File: src/rtl/irrig_pkg.sv
// Shared constants for the multi-zone irrigation controller: phase encoding and irrigation mode.
package irrig_pkg;

    localparam logic [2:0] ST_IDLE     = 3'd0;
    localparam logic [2:0] ST_SELECT   = 3'd1;
    localparam logic [2:0] ST_FILL     = 3'd2;
    localparam logic [2:0] ST_IRRIGATE = 3'd3;
    localparam logic [2:0] ST_CLEAN    = 3'd4;
    localparam logic [2:0] ST_DONE     = 3'd5;

    localparam logic MODE_SPRINKLER = 1'b0;
    localparam logic MODE_DRIP      = 1'b1;

    // Pesticide in the tank must never be sprayed, so it forces drip.
    function automatic logic pick_mode(input logic air_dry, input logic temp_high,
                                       input logic pesticide);
        return (air_dry && !temp_high && !pesticide) ? MODE_SPRINKLER : MODE_DRIP;
    endfunction

endpackage

File: src/rtl/phase_timer.sv
// Down-counter for one timed phase: load wins over tick, expiry is the tick that sees 1.
module phase_timer #(
    parameter int TIME_W = 7
) (
    input  logic              clk,
    input  logic              rst,
    input  logic              load,
    input  logic [TIME_W-1:0] load_val,
    input  logic              tick,
    output logic [TIME_W-1:0] remaining,
    output logic              expire
);

    always_ff @(posedge clk) begin
        if (rst) begin
            remaining <= '0;
        end else if (load) begin
            remaining <= load_val;
        end else if (tick && remaining != '0) begin
            remaining <= remaining - 1'b1;
        end
    end

    assign expire = tick && (remaining == TIME_W'(1));

endmodule

File: src/rtl/multi_zone_irrigation_ctrl.sv
// Round-robin irrigation sequencer sharing one pump across NUM_ZONES zones.
// Optional IRRIG_SKIP_EN adds skip_i to cut FILL/IRRIGATE short into CLEAN.
module multi_zone_irrigation_ctrl
    import irrig_pkg::*;
#(
    parameter int NUM_ZONES      = 4,
    parameter int ZONE_W         = 2,
    parameter int TIME_W         = 7,
    parameter int FILL_TIME      = 10,
    parameter int SPRINKLER_TIME = 20,
    parameter int DRIP_TIME      = 40,
    parameter int CLEAN_TIME     = 5
) (
    input  logic                 clk_50mhz,
    input  logic                 init_pulse,
    input  logic                 tick_1hz,
    input  logic                 start_i,
    input  logic [NUM_ZONES-1:0] soil_dry_i,
    input  logic [NUM_ZONES-1:0] air_dry_i,
    input  logic [NUM_ZONES-1:0] temp_high_i,
    input  logic                 pesticide_i,
`ifdef IRRIG_SKIP_EN
    input  logic                 skip_i,
`endif
    output logic                 busy,
    output logic [ZONE_W-1:0]    zone_idx,
    output logic [2:0]           phase,
    output logic                 valve_fill,
    output logic [NUM_ZONES-1:0] valve_sprinkler,
    output logic [NUM_ZONES-1:0] valve_drip,
    output logic [TIME_W-1:0]    remaining,
    output logic                 alert_pesticide,
    output logic                 round_done
);

    logic [2:0]           state, state_nxt;
    logic [ZONE_W-1:0]    zone, zone_nxt;
    logic                 mode;
    logic                 alert;
    logic                 advance;
    logic                 t_load;
    logic [TIME_W-1:0]    t_val;
    logic                 t_expire;
    logic [NUM_ZONES-1:0] zone_onehot;

    phase_timer #(.TIME_W(TIME_W)) u_timer (
        .clk       (clk_50mhz),
        .rst       (init_pulse),
        .load      (t_load),
        .load_val  (t_val),
        .tick      (tick_1hz),
        .remaining (remaining),
        .expire    (t_expire)
    );

    always_comb begin
        state_nxt = state;
        zone_nxt  = zone;
        advance   = 1'b0;
        t_load    = 1'b0;
        t_val     = '0;
        case (state)
            ST_IDLE: begin
                if (start_i) begin
                    state_nxt = ST_SELECT;
                    zone_nxt  = '0;
                end
            end
            ST_SELECT: begin
                if (soil_dry_i[zone]) begin
                    state_nxt = ST_FILL;
                    t_load    = 1'b1;
                    t_val     = TIME_W'(FILL_TIME);
                end else begin
                    advance = 1'b1;
                end
            end
            ST_FILL: begin
`ifdef IRRIG_SKIP_EN
                if (skip_i) begin
                    state_nxt = ST_CLEAN;
                    t_load    = 1'b1;
                    t_val     = TIME_W'(CLEAN_TIME);
                end else
`endif
                if (t_expire) begin
                    state_nxt = ST_IRRIGATE;
                    t_load    = 1'b1;
                    t_val     = (mode == MODE_SPRINKLER) ? TIME_W'(SPRINKLER_TIME)
                                                         : TIME_W'(DRIP_TIME);
                end
            end
            ST_IRRIGATE: begin
`ifdef IRRIG_SKIP_EN
                if (skip_i) begin
                    state_nxt = ST_CLEAN;
                    t_load    = 1'b1;
                    t_val     = TIME_W'(CLEAN_TIME);
                end else
`endif
                if (t_expire) begin
                    state_nxt = ST_CLEAN;
                    t_load    = 1'b1;
                    t_val     = TIME_W'(CLEAN_TIME);
                end
            end
            ST_CLEAN: begin
                if (t_expire) advance = 1'b1;
            end
            ST_DONE: begin
                state_nxt = ST_IDLE;
                zone_nxt  = '0;
            end
            default: begin
                state_nxt = ST_IDLE;
                zone_nxt  = '0;
            end
        endcase

        if (advance) begin
            if (zone == ZONE_W'(NUM_ZONES - 1)) begin
                state_nxt = ST_DONE;
            end else begin
                state_nxt = ST_SELECT;
                zone_nxt  = zone + ZONE_W'(1);
            end
        end
    end

    // Sensors and pesticide are latched only on the SELECT edge; later changes are ignored.
    always_ff @(posedge clk_50mhz) begin
        if (init_pulse) begin
            state <= ST_IDLE;
            zone  <= '0;
            mode  <= MODE_SPRINKLER;
            alert <= 1'b0;
        end else begin
            state <= state_nxt;
            zone  <= zone_nxt;
            if (state == ST_SELECT && soil_dry_i[zone]) begin
                mode  <= pick_mode(air_dry_i[zone], temp_high_i[zone], pesticide_i);
                alert <= air_dry_i[zone] && !temp_high_i[zone] && pesticide_i;
            end else if (state == ST_CLEAN && t_expire) begin
                alert <= 1'b0;
            end
        end
    end

    assign zone_onehot     = NUM_ZONES'(1) << zone;
    assign busy            = (state == ST_SELECT) || (state == ST_FILL) ||
                             (state == ST_IRRIGATE) || (state == ST_CLEAN);
    assign zone_idx        = zone;
    assign phase           = state;
    assign valve_fill      = (state == ST_FILL);
    assign valve_sprinkler = (state == ST_IRRIGATE && mode == MODE_SPRINKLER) ? zone_onehot : '0;
    assign valve_drip      = (state == ST_IRRIGATE && mode == MODE_DRIP) ? zone_onehot : '0;
    assign alert_pesticide = alert;
    assign round_done      = (state == ST_DONE);

endmodule

File: config.mk
export PLATFORM = sky130hd
export DESIGN_NAME = multi_zone_irrigation_ctrl
export DESIGN_NICKNAME = d
export VERILOG_FILES = /design/src/rtl/irrig_pkg.sv /design/src/rtl/phase_timer.sv /design/src/rtl/multi_zone_irrigation_ctrl.sv
export SDC_FILE = /design/constraint.sdc
export NUM_CORES = 1
export LEC_CHECK = 0
export CORE_MARGIN = 2
export CORE_UTILIZATION = 40
export DETAILED_ROUTE_END_ITERATION = 7
export PLACE_DENSITY = 0.75
export SYNTH_ARGS = -nofsm -noshare
export SYNTH_HDL_FRONTEND = slang
export SYNTH_SLANG_ARGS = --single-unit
File: constraint.sdc
create_clock -name clk_50mhz -period 4.9 [get_ports clk_50mhz]
set_clock_uncertainty 0.2 [all_clocks]
set_input_delay 1.225 -clock clk_50mhz [delete_from_list [all_inputs] [get_ports clk_50mhz]]
set_output_delay 1.225 -clock clk_50mhz [all_outputs]
set_load 0.005 [all_outputs]
# Yosys cells after proc, flatten, opt, wreduce, memory -nomap -nowiden
# Index checks and enable logic that the tools add are counted.
# classes
order_cmp,1
reduce_logical,21
n_bitwise,1
add_sub_neg,2
n_eq_ne,12
n_mux,34
n_shift,1
# ops
cell,count
2-to-1 mux 3 bit,7
one-hot mux 6 bit (3 select lines),1
one-hot mux 3 bit (5 select lines),1
2-to-1 mux 7 bit,2
2-to-1 mux 4 bit,3
2-to-1 mux 6 bit,2
logical AND 1 bit,9
2-to-1 mux 1 bit,9
equality test 7 x 1 -> 1 bit (second input constant),1
nonzero test 7 bit,1
subtractor 7 x 1 -> 7 bit (second input constant),1
binary-select mux 1 bit (select 2 bit),3
equality test 3 x 2 -> 1 bit (second input constant),2
equality test 3 bit (second input constant),2
2-to-1 mux 2 bit,3
inequality test 3 bit (second input constant),2
AND reduction 5 bit,1
one-hot mux 1 bit (2 select lines),2
one-hot mux 2 bit (2 select lines),1
nonzero test 2 bit,2
OR reduction 4 bit,1
<< shifter 1 x 2 -> 4 bit (first input constant),1
equality test 3 x 1 -> 1 bit (second input constant),1
zero test 3 bit,1
other kinds (10),13
# word_totals
word_cells,77
out_inout_bits,24
inputBits,17
regBits,14

# Longest topological paths before layout
# logic_depth
depth_word,6
depth_mapped,6
mapped_depth_nobuf,6

# Hierarchy
# Synthesis repeated with hierarchy kept, for this count alone.
# hier_totals
hier_cells,140
hier_area_um2,1142.3
# by_module_without_submodules
mod,cells_per_inst,area_per_inst_um2,n_inst,seq_area_each_um2
multi_zone_irrigation_ctrl,82,644.4,1,140.1
phase_timer,58,498.0,1,140.1

# Worst setup path before layout
# OpenSTA, ideal clock, no wires.
# synth_path
path_type,input-to-reg
start,input soil_dry_i[3]
end,register u_timer.remaining[0]
required_time_ps,4614
stages,5
path_buffers,1
arrival_time_ps,2454
setup_time_ps,86
setup_slack_ps,2159
cell_sequence,mux4_2 > and2_4 > buf_6 > a211o_1 > a221oi_2
# synth_between
elab_chain_cells,5
word_cells_on_any_way,6
classes_between,mux: 5; reduce/logical: 1
# synth_lines
item,line_no,text
from (decl),multi_zone_irrigation_ctrl.sv:18,"input logic [NUM_ZONES-1:0] soil_dry_i,"
binary-select mux 1 bit (select 2 bit) (*),multi_zone_irrigation_ctrl.sv:70,if (soil_dry_i[zone]) begin
2-to-1 mux 1 bit (not written as such) (*),multi_zone_irrigation_ctrl.sv:70,
2-to-1 mux 1 bit (*),multi_zone_irrigation_ctrl.sv:70,
one-hot mux 1 bit (2 select lines) (*),multi_zone_irrigation_ctrl.sv:62,case (state)
2-to-1 mux 7 bit or nonzero test 2 bit (tied branches),--,
to (signal assigned),phase_timer.sv:18,remaining <= load_val;
to (signal assigned),phase_timer.sv:20,remaining <= remaining - 1'b1;
to (decl),phase_timer.sv:10,"output logic [TIME_W-1:0] remaining,"
# Every way passes the cells marked *; elsewhere a longest branch is shown, timed or not. The select of a mux whose other input is x is not followed.
# A chain may end at the register's enable or synchronous reset.

# Worst setup path after layout
# layout_path
start,"register state[1], in the netlist phase[1]"
end,output valve_sprinkler[0]
# layout_between
elab_chain_cells,3
# layout_lines
item,line_no,text
from (decl),multi_zone_irrigation_ctrl.sv:36,"logic [2:0] state, state_nxt;"
from (signal assigned),multi_zone_irrigation_ctrl.sv:138,state <= state_nxt;
equality test 3 x 2 -> 1 bit,multi_zone_irrigation_ctrl.sv:155,assign valve_sprinkler = (state == ST_IRRIGATE && mode == MODE_SPRINKLER) ? zone_onehot : '0;
logical AND 1 bit,multi_zone_irrigation_ctrl.sv:155,
2-to-1 mux 4 bit,multi_zone_irrigation_ctrl.sv:155,
to (decl),multi_zone_irrigation_ctrl.sv:29,"output logic [NUM_ZONES-1:0] valve_sprinkler,"
# Every way passes these cells.

==> impl_metrics.env <==
export IMPL_status="completed"
export IMPL_yosysWarnings=0
export IMPL_switching_share_pct=42.08
export IMPL_antenna_found_initial=0
export IMPL_crit_type="register to primary output"
export IMPL_cts_post_setup_buffers_inserted=0
export IMPL_cts_max_level=1
export IMPL_crit_family="simple AND/OR/NAND/NOR gates"
export IMPL_r2r_start="u_timer.remaining[0]"
export IMPL_die_h_um=59.73
export IMPL_cp_startpoint="phase[1]"
export IMPL_cts_sinks=14
export IMPL_dp_hpwl_um=2450
export IMPL_clkTransAtPathRegs_ns=0.09
export IMPL_gp_congestion=0.9302
export IMPL_power_frac_comb_pct=54.6
export IMPL_core_area_um2=3003
export IMPL_critPathSlowestCell="dfxtp_1"
export IMPL_period_share_pct=77.01
export IMPL_num_antenna_cells=0
export IMPL_fin_util_pct=54.50
export IMPL_finalPower_mw=0.6623
export IMPL_max_vdd_ir_drop_mv=0.1749
export IMPL_finalSetupViolations=0
export IMPL_intPower_mw=0.3836
export IMPL_grt_max_degree=19
export IMPL_vias=1260
export IMPL_vias_per_cell=5.860
export IMPL_syn_num_nets=173
export IMPL_design_area_um2=1637
export IMPL_ys_flop_type="dfxtp_1"
export IMPL_ioPinCount=41
export IMPL_stdcell_count=215
export IMPL_dp_cells=211
export IMPL_power_frac_seq_pct=31.8
export IMPL_p_leak_nw=0.5963
export IMPL_die_area_um2=3568
export IMPL_slew_violations=0
export IMPL_startpoint_type="register"
export IMPL_grt_pass1_wl_um=4995
export IMPL_rows=20
export IMPL_syn2layout_area_growth_pct=31.72
export IMPL_fillers=282
export IMPL_wirelength_um=3196
export IMPL_tightest_slew_ns=0.5927
export IMPL_fmax_mhz=265.0
export IMPL_fin_ws_ns=1.126
export IMPL_multi_input_area_um2=848.3
export IMPL_critPathRequiredTime_ns=3.47
export IMPL_cts_root_buf="clkbuf_4"
export IMPL_power_switching_mw=0.2787
export IMPL_first_iter_violations=64
export IMPL_clock_latency_ns=0.30
export IMPL_grt_overflow=0
export IMPL_finalSetupTns_ns=0
export IMPL_ant_nets=0
export IMPL_dr_pass1_iters=4
export IMPL_grt_use_total_pct=18.13
export IMPL_drv_cap=0
export IMPL_initial_utilization_pct=41.38
export IMPL_seq_area_frac_synth_pct=22.56
export IMPL_wire_per_inst_um=14.87
export IMPL_holdCritPathClass="register to register"
export IMPL_synth_edff_count=0
export IMPL_cts_hold_buf=0
export IMPL_syn_cell_area_um2=1242
export IMPL_synth_distinct_cells=53
export IMPL_clk_path_buf_depth=2
export IMPL_drive_above_1_share_pct=6.593
export IMPL_grt_pass1_vias=1084
export IMPL_avgSynthCellArea_um2=8.339
export IMPL_netlist_instances=149
export IMPL_power_density_nw_per_um2=404.7
export IMPL_port_buffers=40
export IMPL_ys_async_sr_fraction_pct=0
export IMPL_cp_max_fo=17
export IMPL_relSlewSlack_pct=60.18
export IMPL_seq_area_um2=280.3
export IMPL_nets=207
export IMPL_hold_violations=0
export IMPL_dp_slack_ns=1.471
export IMPL_max_stage_delay_ns=0.64
export IMPL_crit_arrival_ns=2.35
export IMPL_cts_tree="done"
export IMPL_timing_critical_path_buf_inv=1
export IMPL_post_cts_resized=0
export IMPL_p_clk_share_pct=13.6
export IMPL_min_from="alert_pesticide"
export IMPL_ys_seq_elements=14
export IMPL_drc=0
export IMPL_end_kind="primary output"
export IMPL_whs_ns=0.3157
export IMPL_placed_area_um2=1600
export IMPL_die_x_um=59.73
export IMPL_numCtsBuffers=3
export IMPL_rsz0062_at_grt="false"
export IMPL_min_period_ns=3.774
export IMPL_crit_path_cell_trace="nand2b_1 > nor3b_1 > and2_1 > clkdlybuf4s50_1"
layout make-up:
| cell class | count | share of cell area (%) |
|---|---|---|
| multi-input cells | 116 | 51.83 |
| repair buffers | 40 | 24.46 |
| clock buffers | 4 | 2.217 |
| well taps | 33 | 2.523 |
| flip-flops and latches | 14 | 17.13 |
| inverters | 8 | 1.835 |
registers in the layout, summed over array words and instances, names as in the netlist:
name and cells:
alert_pesticide 1, u_timer.remaining 7, mode 1, phase 3
zone_idx 2
layout by cell type, fill, tap and decap left out, types with 2 or more instances in the layout:
cell type        count
and3b_1              2
nor4_1               3
inv_1                8
dfxtp_1             14
clkdlybuf4s50_1     40
o31ai_1              3
or3_1                3
nand4_1              2
mux2i_1              6
and2_1               8
o21ai_0              2
a31oi_1              3
clkbuf_4             3
or2b_1               2
o32ai_1              2
nor2_1              13
nor4b_1              4
nor2b_1              5
a211oi_1             2
and3_1               2
o21a_1               2
nor4bb_1             2
nand2b_1             2
nand2_1              8
nor3b_1              2
nand3_1              3
nor3_1               7
ha_1                 7
worst min-delay path: cells and delay by family (launching register included):
kind	cells	cell delay (ns)
simple gates	1	0.07
flops	1	0.33
compound gates	1	0.07
path summary, 6_finish.rpt:
| kind | end | slack (ns) | cells past startpoint |
|---|---|---|---|
| min reg2reg | alert_pesticide | 0.32 | 2 |
| max | valve_sprinkler[0] | 1.13 | 4 |
| min | alert_pesticide | 0.32 | 2 |
| max reg2reg | u_timer.remaining[0] | 2.63 | 6 |
metal layers:
layer	up-vias	track usage [%]	part of all wire (%)
met4	0	6.349	2.1
met1	577	24.74	45
met5	-	0	0
li1	623	-	-
met3	9	2.381	6.0
met2	51	29.19	47
power groups by stage:
| stage | logic [mW] | registers, mW | clock network (mW) |
|---|---|---|---|
| 2_1_floorplan | 0.261 | 0.190 | 0 |
| 3_3_place_gp | 0.354 | 0.209 | 0 |
| 3_5_place_dp | 0.360 | 0.213 | 0 |
| 4_1_cts | 0.361 | 0.210 | 0.0894 |
| 5_1_grt | 0.398 | 0.218 | 0.0937 |
| 6_report | 0.361 | 0.210 | 0.0903 |
synth_stat cells (3+ instances only):
master / number / share of area [%]
and2_1: 8 / 4.0
inv_1: 8 / 2.4
nor4b_1: 4 / 2.8
buf_6: 3 / 2.7
o31ai_1: 3 / 1.8
nor4_1: 3 / 1.5
ha_1: 7 / 7.0
nor3_1: 7 / 2.8
nor2_1: 13 / 3.9
nor2b_1: 5 / 2.5
a31oi_1: 3 / 1.5
nand3_1: 3 / 1.2
dfxtp_1: 14 / 23
mux2i_1: 6 / 4.8
or3_1: 3 / 1.5
clkbuf_1: 3 / 0.91
nand2_1: 8 / 2.4
cell families (layout without fill, tap and decap cells):
group	after synthesis	after routing	synth area share, %
xor gates and xnor gates	1	1	0.7051
buffers and inverters	19	52	9.163
AOI/OAI and AO/OA	26	26	17.02
and+or+nand+nor	75	75	36.86
muxes	7	7	6.647
adders and majority gates	7	7	7.049
DFF	14	14	22.56
No activity file was read; power rests on OpenSTA's default activity.
